===== src/rtl/meta_package.sv =====
// -----------------------------------------------------------------------------
// meta_package
// Shared metadata types for the packet pipeline. ext_pkt_desc_type is the
// extended packet descriptor handed from the parser/classifier to the
// scheduler/editor.
// -----------------------------------------------------------------------------
package meta_package;

   typedef struct packed {
      logic [31:0] buf_addr;   // packet buffer base address
      logic [13:0] pkt_len;    // packet length in bytes
      logic [9:0]  flow_id;    // classifier flow index
      logic [2:0]  tc;         // traffic class
      logic        eop_err;    // packet ended with an error
   } ext_pkt_desc_type;

   localparam int EXT_PKT_DESC_NBITS = $bits(ext_pkt_desc_type);

endpackage


===== src/rtl/ram_1r1w_bram_ext_pkt_desc.sv =====
// -----------------------------------------------------------------------------
// ram_1r1w_bram_ext_pkt_desc
// Simple dual-port descriptor RAM, one write port and one read port, with a
// registered read (dout reflects raddr from the previous cycle). Contents are
// never reset so the array maps onto block RAM.
//
// Ports:
//   clk    in   clock
//   wr     in   write enable
//   waddr  in   write address
//   din    in   write data
//   raddr  in   read address (sampled every cycle)
//   dout   out  read data, one cycle after raddr
// -----------------------------------------------------------------------------
module ram_1r1w_bram_ext_pkt_desc
   import meta_package::*;
#(
   parameter int DEPTH_NBITS = 4
) (
   input  logic                   clk,
   input  logic                   wr,
   input  logic [DEPTH_NBITS-1:0] waddr,
   input  ext_pkt_desc_type       din,
   input  logic [DEPTH_NBITS-1:0] raddr,
   output ext_pkt_desc_type       dout
);

   localparam int DEPTH = 1 << DEPTH_NBITS;

   ext_pkt_desc_type mem [DEPTH];
   ext_pkt_desc_type dout_q;

   always_ff @(posedge clk) begin
      if (wr) begin
         mem[waddr] <= din;
      end
      dout_q <= mem[raddr];
   end

   assign dout = dout_q;

endmodule


===== src/rtl/ext_pkt_desc_queue.sv =====
// -----------------------------------------------------------------------------
// ext_pkt_desc_queue
// Show-ahead FIFO for extended packet descriptors. Pointers and occupancy
// sequence one registered-read RAM; a 2-entry skid in front of the dequeue
// port hides the RAM read latency so the consumer sees the head descriptor
// directly and can take one per cycle.
//
// Ports:
//   clk        in   clock
//   rst        in   asynchronous active-high reset
//   flush      in   synchronous discard of all contents (clears overflow too)
//   enq_valid  in   write request, accepted when full=0
//   enq_desc   in   descriptor to write
//   full       out  registered, count==DEPTH
//   deq_valid  out  registered, deq_desc holds the queue head
//   deq_desc   out  head descriptor (skid slot 0)
//   deq_ready  in   consumer takes the head when deq_valid=1
//   count      out  total occupancy: RAM + in-flight read + skid
//   overflow   out  sticky, enqueue attempted while full
// -----------------------------------------------------------------------------
module ext_pkt_desc_queue
   import meta_package::*;
#(
   parameter int DEPTH_NBITS = 4,
   parameter int DEPTH       = 1 << DEPTH_NBITS
) (
   input  logic                 clk,
   input  logic                 rst,
   input  logic                 flush,
   input  logic                 enq_valid,
   input  ext_pkt_desc_type     enq_desc,
   output logic                 full,
   output logic                 deq_valid,
   output ext_pkt_desc_type     deq_desc,
   input  logic                 deq_ready,
   output logic [DEPTH_NBITS:0] count,
   output logic                 overflow
);

   localparam int CNT_NBITS = DEPTH_NBITS + 1;

   logic [DEPTH_NBITS-1:0] wptr_q, wptr_d;
   logic [DEPTH_NBITS-1:0] rptr_q, rptr_d;
   logic [CNT_NBITS-1:0]   ram_cnt_q, ram_cnt_d;
   logic [CNT_NBITS-1:0]   count_q, count_d;
   logic                   full_q, full_d;
   logic                   overflow_q, overflow_d;
   logic                   inflight_q, inflight_d;
   logic                   deq_valid_q, deq_valid_d;
   logic [1:0]             skid_cnt_q, skid_cnt_d;
   ext_pkt_desc_type       slot0_q, slot0_d;
   ext_pkt_desc_type       slot1_q, slot1_d;

   logic                   enq_fire;
   logic                   deq_fire;
   logic                   fetch;
   logic                   ram_wr;
   logic [2:0]             occ_after;
   logic [1:0]             skid_base;
   ext_pkt_desc_type       ram_dout;

   ram_1r1w_bram_ext_pkt_desc #(
      .DEPTH_NBITS (DEPTH_NBITS)
   ) u_ram (
      .clk   (clk),
      .wr    (ram_wr),
      .waddr (wptr_q),
      .din   (enq_desc),
      .raddr (rptr_q),
      .dout  (ram_dout)
   );

   always_comb begin
      enq_fire = enq_valid & ~full_q;
      deq_fire = deq_valid_q & deq_ready;
      ram_wr   = enq_fire & ~flush;

      // Skid slots that will be committed after this edge (held entries plus
      // the landing read, minus the one leaving). Crediting the departing
      // entry lets a fetch issue in the same cycle as a dequeue, which is
      // what keeps a streaming consumer bubble-free.
      occ_after = 3'(skid_cnt_q) + 3'(inflight_q) - 3'(deq_fire);
      fetch     = (ram_cnt_q != '0) && (occ_after < 3'd2);

      wptr_d     = wptr_q + DEPTH_NBITS'(enq_fire);
      rptr_d     = rptr_q + DEPTH_NBITS'(fetch);
      ram_cnt_d  = ram_cnt_q + CNT_NBITS'(enq_fire) - CNT_NBITS'(fetch);
      count_d    = count_q + CNT_NBITS'(enq_fire) - CNT_NBITS'(deq_fire);
      full_d     = (count_d == CNT_NBITS'(DEPTH));
      overflow_d = overflow_q | (enq_valid & full_q);
      inflight_d = fetch;

      // Dequeue shifts slot 1 forward; the landing read then fills the first
      // free slot, so arrival order is preserved.
      skid_base = skid_cnt_q - 2'(deq_fire);
      slot0_d   = deq_fire ? slot1_q : slot0_q;
      slot1_d   = slot1_q;
      if (inflight_q) begin
         if (skid_base == 2'd0) begin
            slot0_d = ram_dout;
         end else begin
            slot1_d = ram_dout;
         end
      end
      skid_cnt_d = skid_base + 2'(inflight_q);

      // Flush wins over everything; the landing read is dropped and the RAM
      // contents are simply abandoned.
      if (flush) begin
         wptr_d     = '0;
         rptr_d     = '0;
         ram_cnt_d  = '0;
         count_d    = '0;
         full_d     = 1'b0;
         overflow_d = 1'b0;
         inflight_d = 1'b0;
         skid_cnt_d = 2'd0;
      end

      deq_valid_d = (skid_cnt_d != 2'd0);
   end

   always_ff @(posedge clk or posedge rst) begin
      if (rst) begin
         wptr_q      <= '0;
         rptr_q      <= '0;
         ram_cnt_q   <= '0;
         count_q     <= '0;
         full_q      <= 1'b0;
         overflow_q  <= 1'b0;
         inflight_q  <= 1'b0;
         deq_valid_q <= 1'b0;
         skid_cnt_q  <= 2'd0;
         slot0_q     <= '0;
         slot1_q     <= '0;
      end else begin
         wptr_q      <= wptr_d;
         rptr_q      <= rptr_d;
         ram_cnt_q   <= ram_cnt_d;
         count_q     <= count_d;
         full_q      <= full_d;
         overflow_q  <= overflow_d;
         inflight_q  <= inflight_d;
         deq_valid_q <= deq_valid_d;
         skid_cnt_q  <= skid_cnt_d;
         slot0_q     <= slot0_d;
         slot1_q     <= slot1_d;
      end
   end

   assign full      = full_q;
   assign deq_valid = deq_valid_q;
   assign deq_desc  = slot0_q;
   assign count     = count_q;
   assign overflow  = overflow_q;

endmodule


===== config.mk =====
export PLATFORM = sky130hd
export DESIGN_NAME = ext_pkt_desc_queue
export DESIGN_NICKNAME = d
export VERILOG_FILES = /design/src/rtl/meta_package.sv /design/src/rtl/ram_1r1w_bram_ext_pkt_desc.sv /design/src/rtl/ext_pkt_desc_queue.sv
export SDC_FILE = /design/constraint.sdc
export NUM_CORES = 1
export LEC_CHECK = 0
export ABC_AREA = 1
export BUFFER_PORTS_ARGS = -buffer_cell sky130_fd_sc_hd__buf_2
export CORE_MARGIN = 10
export CORE_UTILIZATION = 46
export DETAILED_ROUTE_END_ITERATION = 8
export GPL_TIMING_DRIVEN = 0
export PLACE_DENSITY_LB_ADDON = 0.3
export SETUP_SLACK_MARGIN = 0.5
export SLEW_MARGIN = 20
export SYNTH_ARGS = -nofsm -noshare
export SYNTH_HDL_FRONTEND = slang
export SYNTH_HIERARCHICAL = 1
export SYNTH_SLANG_ARGS = --single-unit

===== constraint.sdc =====
create_clock -name clk -period 4.06 [get_ports clk]
set_input_delay 0.406 -clock clk [delete_from_list [all_inputs] [get_ports clk]]
set_output_delay 0.406 -clock clk [all_outputs]
set_load 0.005 [all_outputs]

-- Word-level counts from Yosys, hierarchy flattened
Memories as Yosys holds them, arrays and structs flattened. A register that Yosys moved wholly into a read port is not among the register bits.
Cells that the tools add are included.
- equal/unequal tests: 1
- add/sub/neg operators: 10
- reduce and logical (&&, ||, !) cells: 5
- multiplexer cells: 13
- magnitude comparators: 1
- bitwise gates (word level): 8
- operator list (operator ; count):
    2-to-1 mux 60 bit ; 3
    adder 5 x 1 -> 5 bit ; 2
    2-to-1 mux 5 bit ; 2
    subtractor 5 x 1 -> 5 bit ; 2
    adder 4 x 1 -> 4 bit ; 2
    2-to-1 mux 4 bit ; 2
    == test 5 bit, second input constant ; 1
    2-to-1 mux 1 bit ; 5
    nonzero test 5 bit ; 1
    bitwise AND 1 bit ; 4
    adder 2 x 1 -> 3 bit ; 1
    less-than comparator 3 x 2 -> 1 bit, second input constant ; 1
    inverter 1 bit ; 3
    subtractor 3 x 1 -> 3 bit ; 1
    adder 2 x 1 -> 2 bit ; 1
    zero test 2 bit ; 1
    2-to-1 mux 2 bit ; 1
    AND reduction 2 bit ; 1
    nonzero test 2 bit ; 1
    subtractor 2 x 1 -> 2 bit ; 1
    logical AND 1 bit ; 1
    OR 1 bit ; 1
- output and inout bits: 68
- memories: 1
- logic and storage cells: 58
- RAM bits: 960
- bits in registers: 144
- memories (name ; words ; width ; read ports ; clocked after Yosys merged registers in ; write ports ; RTL line ; source):
    u_ram.mem ; 16 ; 60 ; 1 ; 1 ; 1 ; ram_1r1w_bram_ext_pkt_desc.sv:30 ; ext_pkt_desc_type mem [DEPTH];

-- Depth between registers and ports, before layout
Gate-level depths: netlist (run 1).
- depth in word-level cells: 6
- gate-level depth with buffers: 18

-- Hierarchy
Netlist (run 1), hierarchy kept.
- modules (own cells, without submodules) (module ; sequential area each (sq um) ; instances ; cells an instance ; area an instance (sq um)):
    ram_1r1w_bram_ext_pkt_desc ; 30028.8 ; 1 ; 3950 ; 42213.0
    ext_pkt_desc_queue ; 3603.5 ; 1 ; 871 ; 6715.2

-- Worst setup path after synthesis (run 1)
Ideal clock, no wire load.
- kind: input to register
- start point: in enq_valid
- end point: mem u_ram/mem[12][0] in the netlist's numbering, enable pin
- data required time: 3.582 ns
- cell stages on the path: 6
- setup time: 0.478 ns
- slack: 0.067 ns
- data arrival time: 3.515 ns
- cell sequence: inv_1 nor2_1 inv_1 nor2_1 nand3_1 nor2_1
- word-level cells in the longest chain between the ends: 4
- ends and longest elaborated chain (element ; RTL line ; source):
    from (decl) ; ext_pkt_desc_queue.sv:30 ; input logic enq_valid,
    bitwise AND 1 bit ; ext_pkt_desc_queue.sv:74 ; enq_fire = enq_valid & ~full_q;
    bitwise AND 1 bit ; ext_pkt_desc_queue.sv:76 ; ram_wr = enq_fire & ~flush;
    named net ram_wr ; ext_pkt_desc_queue.sv:57 ; logic ram_wr;
    2-to-1 mux 1 bit ; ram_1r1w_bram_ext_pkt_desc.sv:34 ; if (wr) begin
    2-to-1 mux 1 bit (implied by the code) ; ram_1r1w_bram_ext_pkt_desc.sv:35 ; mem[waddr] <= din;
    to (decl) ; ram_1r1w_bram_ext_pkt_desc.sv:30 ;
The timed path passes the listed nets, and every way through them passes these cells.

-- Worst setup path after layout (run 1)
- start point: reg deq_valid_q (netlist: deq_valid)
- end point: reg ram_cnt_q[4]
- word-level cells in the longest chain between the ends: 6
- ends and longest elaborated chain (element ; RTL line ; source):
    from (decl) ; ext_pkt_desc_queue.sv:49 ; logic deq_valid_q, deq_valid_d;
    from (signal assigned) ; ext_pkt_desc_queue.sv:144 ; deq_valid_q <= deq_valid_d;
    bitwise AND 1 bit ; ext_pkt_desc_queue.sv:75 ; deq_fire = deq_valid_q & deq_ready;
    subtractor 3 x 1 -> 3 bit ; ext_pkt_desc_queue.sv:82 ; occ_after = 3'(skid_cnt_q) + 3'(inflight_q) - 3'(deq_fire);
    less-than comparator 3 x 2 -> 1 bit ; ext_pkt_desc_queue.sv:83 ; fetch = (ram_cnt_q != '0) && (occ_after < 3'd2);
    logical AND 1 bit ; ext_pkt_desc_queue.sv:83 ;
    subtractor 5 x 1 -> 5 bit ; ext_pkt_desc_queue.sv:87 ; ram_cnt_d = ram_cnt_q + CNT_NBITS'(enq_fire) - CNT_NBITS'(fetch);
    2-to-1 mux 5 bit ; ext_pkt_desc_queue.sv:109 ; if (flush) begin
    named net ram_cnt_d[4] ; ext_pkt_desc_queue.sv:44 ; logic [CNT_NBITS-1:0] ram_cnt_q, ram_cnt_d;
    to (signal assigned) ; ext_pkt_desc_queue.sv:139 ; ram_cnt_q <= ram_cnt_d;
    to (decl) ; ext_pkt_desc_queue.sv:44 ;
The timed path passes the listed nets, and every way through them passes these cells.
A chain may end at the register's enable or synchronous reset.

==> impl_metrics.toml, run 1 <==
[run_status]
status = "finished clean"

[die]
fp.dieH_um = 346
core_um2 = 105000
start_util_pct = 46.4
die_w_um = 346
num_rows = 119
die-area_um2 = 120000
io_pins = 133

[power_and_ir_drop]
power_frac_comb_pct = 28.7
p_total_mw = 35.9
seqPwrFrac_pct = 41.2
power_frac_clock_pct = 30.2
power_leakage_nw = 25.1
p_sw_mw = 12.6
p_sw_share_pct = 35.0
power.density_nw_per_um2 = 633
cell_internal_pwr_mw = 23.3
ir_drop_uv = 375

[clock_tree]
clock_path_buffers = 3
postCtsSetupRepairBufs = 0
htree_levels = 3
root_buffer = "clkbuf_16"
clock-sinks = 1164
clock_latency_ns = 0.71
clkTransAtPathRegs_ns = 0.07
cts_buffers = 117
tritoncts = "yes"

[place]
routabilityCongestion = 0.845
dp.final_hpwl_mm = 92.5
placedCellCount = 6399
place_ws_ns = -0.211
postPlaceCellArea_um2 = 52700
io_buffer_count = 132

[global_route]
grt_usage_pct = 22.6
grt_pass1_wl_mm = 207
use_met2_pct = 35.3
grt_pass1_vias = 33500
grt.overflow.total = 0
grt_util_met3_pct = 5.73
grt_max_degree = 33
top_usage_layer = "met2"
antenna_found_initial = 14
grt_use_met1_pct = 29.9

[drt]
num_vias = 34500
wl_mm = 139
drtAntennaViolNets = 0
drtIter0Drc = 3853
first_pass_iters = 8
routedWlPerCell_um = 21.0
drc = 0
via_per_inst = 5.21

[synth]
yosysWarningCount = 6
synth_fp_nets = 4905
postSynth.asyncResetShare_pct = 12.4
syn_inst = 4821
avgSynthCellArea_um2 = 10.1
synthTopCellsByArea = "edfxtp_1 59%, nand2_1 14%, nand3_1 8.1%"
yosysUniqueCellTypes = 28
synth_top_area_cell = "edfxtp_1"
synth_area_um2 = 48900
synth-main-ff-cell = "edfxtp_1"
synth-edff-count = 960
synth-seq-cells = 1164
yosysTopAreaCellShare_pct = 58.9
ys_seq_area_share_pct = 68.7

[sta]
fin_skew_ns = 0.0321
tightestPinTransition_ns = 1.22
rsz0062_at_grt = "no"
fin_crit_sh_pct = 82.0
final.setup.worst_slack_ns = 0.731
slew_headroom_pct = 18.9
final_max_slew_viol_count = 0
setup-violations-final = 0
finalHoldViolCount = 0
period_needed_ns = 3.33
tns_ns = 0
clock.fmax_mhz = 300

[final_layout]
mostFrequentLayoutCell = "nand2_1"
layout.cells.non_filler = 6626
seq_area_um2 = 33600
finish.instance_area_um2 = 56600
multi_input_area_um2 = 11400
nets = 5213
fill_cells = 8879
mostFrequentLayoutCells = "1769 x nand2_1, 960 x edfxtp_1, 793 x nand3_1"
drive_gt1_share_pct = 10.4
syn_to_final_growth_pct = 15.8

[setup_path]
path_max_fanout = 10
crit_path_end_kind = "flop"
cp.required_ns = 4.66
critical_path_class = "reg2reg"
rr_worst_depth = 17
crit_path_start_kind = "flop"
worstPathArrival_ns = 3.93

[worst_hold_path]
hold_class = "in2reg"
min_path_cells = 4

[job]
maxCapViolations = 0
layout make-up:
| class | count | share of cell area, % |
|---|---|---|
| sequential | 1164 | 59.4 |
| inverter | 763 | 5.07 |
| tap | 1391 | 3.07 |
| multi-input combinational | 2650 | 20.0 |
| clock inverter | 62 | 1.05 |
| buffer | 244 | 2.17 |
| clock buffer | 158 | 5.78 |
| antenna | 5 | 0.0221 |
| timing repair buffer | 189 | 3.42 |
cells in the mapped netlist (2+ instances only):
cell type     n
buf_1         5
nand2_1    1769
ha_1         16
dfxtp_1      60
xnor2_1       3
nand2_2       2
buf_4        20
buf_2       125
dfrtp_1     144
clkbuf_1     85
nand3_1     793
nand3b_1      2
inv_1       759
fa_1          3
inv_2         3
xor2_1        4
edfxtp_1    960
buf_6         9
a21oi_1       8
nor2_1       43
sequential cells by signal, summed over array words and instances, names as in the netlist:
name	count
inflight_q	1
count	5
wptr_q	4
u_ram/dout	60
ram_cnt_q	5
skid_cnt_q	2
u_ram/mem	960
full	1
slot1_q	60
overflow	1
deq_desc	60
rptr_q	4
deq_valid	1
kinds of logic (layout without fill, tap and decap cells):
kind of cell / count (synthesis) / after routing / synth area share (%)
and+or+nand+nor: 2614 / 2614 / 22.2
adders and majority gates: 19 / 19 / 0.532
other: 0 / 5 / 0
xor gates and xnor gates: 7 / 7 / 0.125
buffers and inverters: 1007 / 1416 / 8.34
AOI/OAI and AO/OA: 10 / 10 / 0.105
DFF: 1164 / 1164 / 68.7
worst max-delay path, cell delays in order (launching register included):
cell	delay, ns
dfrtp_1	0.45
nand2_8	0.21
inv_4	0.15
nand2_2	0.13
inv_1	0.06
fa_1	0.40
xnor2_1	0.14
nand2_1	0.09
nor2_2	0.23
ha_1	0.28
inv_1	0.06
ha_1	0.15
inv_1	0.05
fa_1	0.36
inv_1	0.10
nand3_1	0.10
a21oi_1	0.16
nor2_1	0.06
worst paths after layout:
check	from	end	slack, ns
max	deq_valid	ram_cnt_q[4]	0.73
min	flush	ram_cnt_q[4]	0.04
max reg2reg	deq_valid	ram_cnt_q[4]	0.73
min reg2reg	u_ram/dout[22]	deq_desc[22]	0.43
max in group asynchronous	rst	deq_desc[18]	2.85
min in group asynchronous	rst	deq_desc[46]	0.35
power by group through the flow:
stage          clock (mW)  combinational, mW  sequential (mW)
5_1_grt              11.4               11.3             14.9
6_report             10.8               10.3             14.8
2_1_floorplan           0               6.06             14.8
3_5_place_dp            0               10.0             15.0
3_3_place_gp            0               9.74             15.0
4_1_cts              10.9               10.1             14.8
through the flow:
stage,utilization (%),hold WS [ns]
after floorplan,-,0.426
after global placement,48.7,0.434
after detailed placement,50.0,0.437
after CTS,53.7,0.00242
after global routing,53.7,0.0617
final,53.7,0.0401
per-layer routing:
layer	wire length, um	up-vias
met5	34	-
met4	5950	4
li1	-	16100
met3	15200	300
met2	62300	1750
met1	55400	16400
repair_timing:
item                                    CTS  global route
endpoints found under the setup margin    6             2
hold buffers                              2             0
gates resized for setup                   5             7
endpoints found under the hold margin    28             0
No activity file was read; power rests on OpenSTA's default activity.
==> run 2, diff against run 1 <==
Settings changed: ABC_AREA 1 to 0.
Clock period 4.06 ns to 3 ns, I/O delays scaled along.
==> run 2 against run 1 <==
- cell area fell by 7.6%
- worst setup slack got worse by 0.66 ns
- synthesized area fell by 11%
- sequential power rose by 36%
- largest cell class unchanged
- largest power group unchanged
==> impl_metrics.toml, run 2 <==
[run_status]
status = "finished clean"

[synth]
synthTopCellsByArea = "edfxtp_1 66%, mux4_2 12%, dfrtp_1 8.3%"
netlist_top_cells_count = "960 x edfxtp_1, 240 x mux4_2, 144 x dfrtp_1, 120 x a22oi_1, 86 x nor2_1"
syn_inst = 2058
synth_top_area_cell = "edfxtp_1"
yosysWarningCount = 6
yosysUniqueCellTypes = 38
ys_seq_area_share_pct = 77.6
synth_area_um2 = 43400
synth-seq-cells = 1164
yosysMostFrequentCell = "edfxtp_1"
synth-edff-count = 960
yosysTopAreaCellShare_pct = 66.5
postSynth.asyncResetShare_pct = 12.4
synth_fp_nets = 2142
avgSynthCellArea_um2 = 21.1
synth-main-ff-cell = "edfxtp_1"

[sta]
setup-violations-final = 0
fin_crit_sh_pct = 97.5
finalHoldViolCount = 0
period_needed_ns = 2.93
final_max_slew_viol_count = 0
final.setup.worst_slack_ns = 0.0748
clock.fmax_mhz = 342
fin_skew_ns = 0.0280
tightestPinTransition_ns = 1.03
slew_headroom_pct = 31.4
hold_slack_ns = 0.0445
rsz0062_at_grt = "yes"

[clock_tree]
clkTransAtPathRegs_ns = 0.06
clock_latency_ns = 0.69
cts_buffers = 112
clock-sinks = 1164
tritoncts = "yes"
root_buffer = "clkbuf_16"
clock_path_buffers = 3
htree_levels = 3

[setup_path]
path_buf_inv = 5
crit_path_end_kind = "flop"
critical_path_class = "reg2reg"
path_cells = "nand3b_1, nand2_2, nand2_2, fa_2, xnor2_2, and3_4, ha_4, inv_2, ha_4, inv_2, fa_2, nor2b_4, buf_4, buf_4, buf_4, nor3_1"
path_common_cell = "buf_4"
cp.required_ns = 3.58
cpLargestDelayFamily = "adder cells"
worstPathArrival_ns = 3.51
crit_path_start_kind = "flop"
slowest_delay_ns = 0.37
r2r_setup_slack_ns = 0.07
path_max_fanout = 3
slowest_stage = "dfrtp_1"

[global_route]
top_usage_layer = "met2"
antenna_found_initial = 11
grt_use_met1_pct = 25.3
grt_pass1_vias = 22500
use_met2_pct = 30.9
grt_max_degree = 32
grt_util_met3_pct = 4.01
grt.overflow.total = 0
grt_usage_pct = 18.9
grt_pass1_wl_mm = 149

[die]
die_w_um = 327
io_pins = 133
num_rows = 112
core_um2 = 93500
fp.dieH_um = 327
die-area_um2 = 107000
start_util_pct = 46.4

[power_and_ir_drop]
p_sw_mw = 12.4
power_frac_comb_pct = 25.1
power.density_nw_per_um2 = 864
cell_internal_pwr_mw = 32.9
power_frac_clock_pct = 30.3
power_leakage_nw = 18.2
ir_drop_uv = 514
seqPwrFrac_pct = 44.6
p_sw_share_pct = 27.3

[drt]
drc = 0
drtAntennaViolNets = 0
num_vias = 21900
first_pass_iters = 8
routedWlPerCell_um = 27.1
drtIter0Drc = 2255
via_per_inst = 5.69
wl_mm = 104

[final_layout]
fin_util_pct = 56.0
mostFrequentLayoutCell = "edfxtp_1"
nets = 2576
drive_gt1_share_pct = 32.4
largest_reg_flops = 960
fill_cells = 6907
syn_to_final_growth_pct = 20.7
mostFrequentLayoutCells = "960 x edfxtp_1, 240 x mux4_2, 168 x buf_2"
top_register = "u_ram/mem"
layout.cells.non_filler = 3844

[job]
maxCapViolations = 0

[place]
io_buffer_count = 132
placedCellCount = 3510
place_ws_ns = -0.257
dp.final_hpwl_mm = 66.5
routabilityCongestion = 0.742

[worst_hold_path]
hold_class = "in2reg"
[run 2: per-stage QoR]
step,power (mW),TNS [ns],cell area [um^2]
2_1_floorplan,26.9,-572.42,43400
3_3_place_gp,29.9,-3411.50,45700
3_5_place_dp,30.4,-0.437,47100
4_1_cts,44.5,0,51700
5_1_grt,47.1,-0.0349,52400
6_report,45.2,0,52400
[run 2: cell families (layout without fill, tap and decap cells)]
logic type | Yosys count | count (layout) | synth area share [%]
flops | 1164 | 1164 | 77.6
xor+xnor | 13 | 13 | 0.263
other cells | 0 | 3 | 0
mux | 360 | 360 | 15.4
compound gates | 191 | 191 | 2.94
fa+ha+maj | 19 | 19 | 0.600
simple gates | 188 | 188 | 1.85
buf+inv | 123 | 652 | 1.37
[run 2: worst paths after layout]
| kind | cells past startpoint | from | to |
|---|---|---|---|
| setup / recovery | 16 | skid_cnt_q[0] | ram_cnt_q[2] |
| hold / removal | 3 | flush | deq_valid |
| max in group asynchronous | 6 | rst | deq_desc[56] |
| min in group asynchronous | 3 | rst | count[0] |
| hold reg to reg | 2 | u_ram/dout[28] | deq_desc[28] |
| setup reg to reg | 16 | skid_cnt_q[0] | ram_cnt_q[2] |
[run 2: tightest hold or removal path, cell delays in order]
cell    delay, ns
buf_2        0.13
nor2_1       0.14
or2_2        0.13
[run 2: what timing repair did]
| item | 4_1_cts | 5_1_grt |
|---|---|---|
| gates cloned | 0 | 6 |
| endpoints found under the setup margin | 356 | 192 |
| hold buffers | 65 | 0 |
| pin swaps | 20 | 18 |
| endpoints found under the hold margin | 1027 | 0 |
| gates resized for setup | 46 | 104 |
| setup buffers | 30 | 21 |
[run 2: power by group through the flow]
stage	clock (mW)	sequential, mW	combinational (mW)
floorplan	0	20.2	6.73
global placement	0	20.4	9.59
detailed placement	0	20.4	9.98
CTS	13.9	20.1	10.5
global route	14.6	20.3	12.2
finish	13.7	20.2	11.4
[run 2: layout make-up]
class | instances | area [um^2] | area share [%]
Clock buffer | 165 | 3240 | 6.18
Tap cell | 1254 | 1570 | 3.00
Clock inverter | 44 | 375 | 0.717
Multi-Input combinational cell | 771 | 9560 | 18.3
Sequential cell | 1164 | 33600 | 64.2
Antenna cell | 3 | 7.51 | 0.0143
Timing Repair Buffer | 320 | 3220 | 6.14
Buffer | 108 | 694 | 1.33
Inverter | 15 | 60.1 | 0.115
[run 2: per-layer routing]
metal | share of wire (%) | wire length, um
met1 | 40 | 41700
met2 | 49 | 51300
met3 | 8.1 | 8440
met4 | 2.5 | 2660
met5 | 0.066 | 69
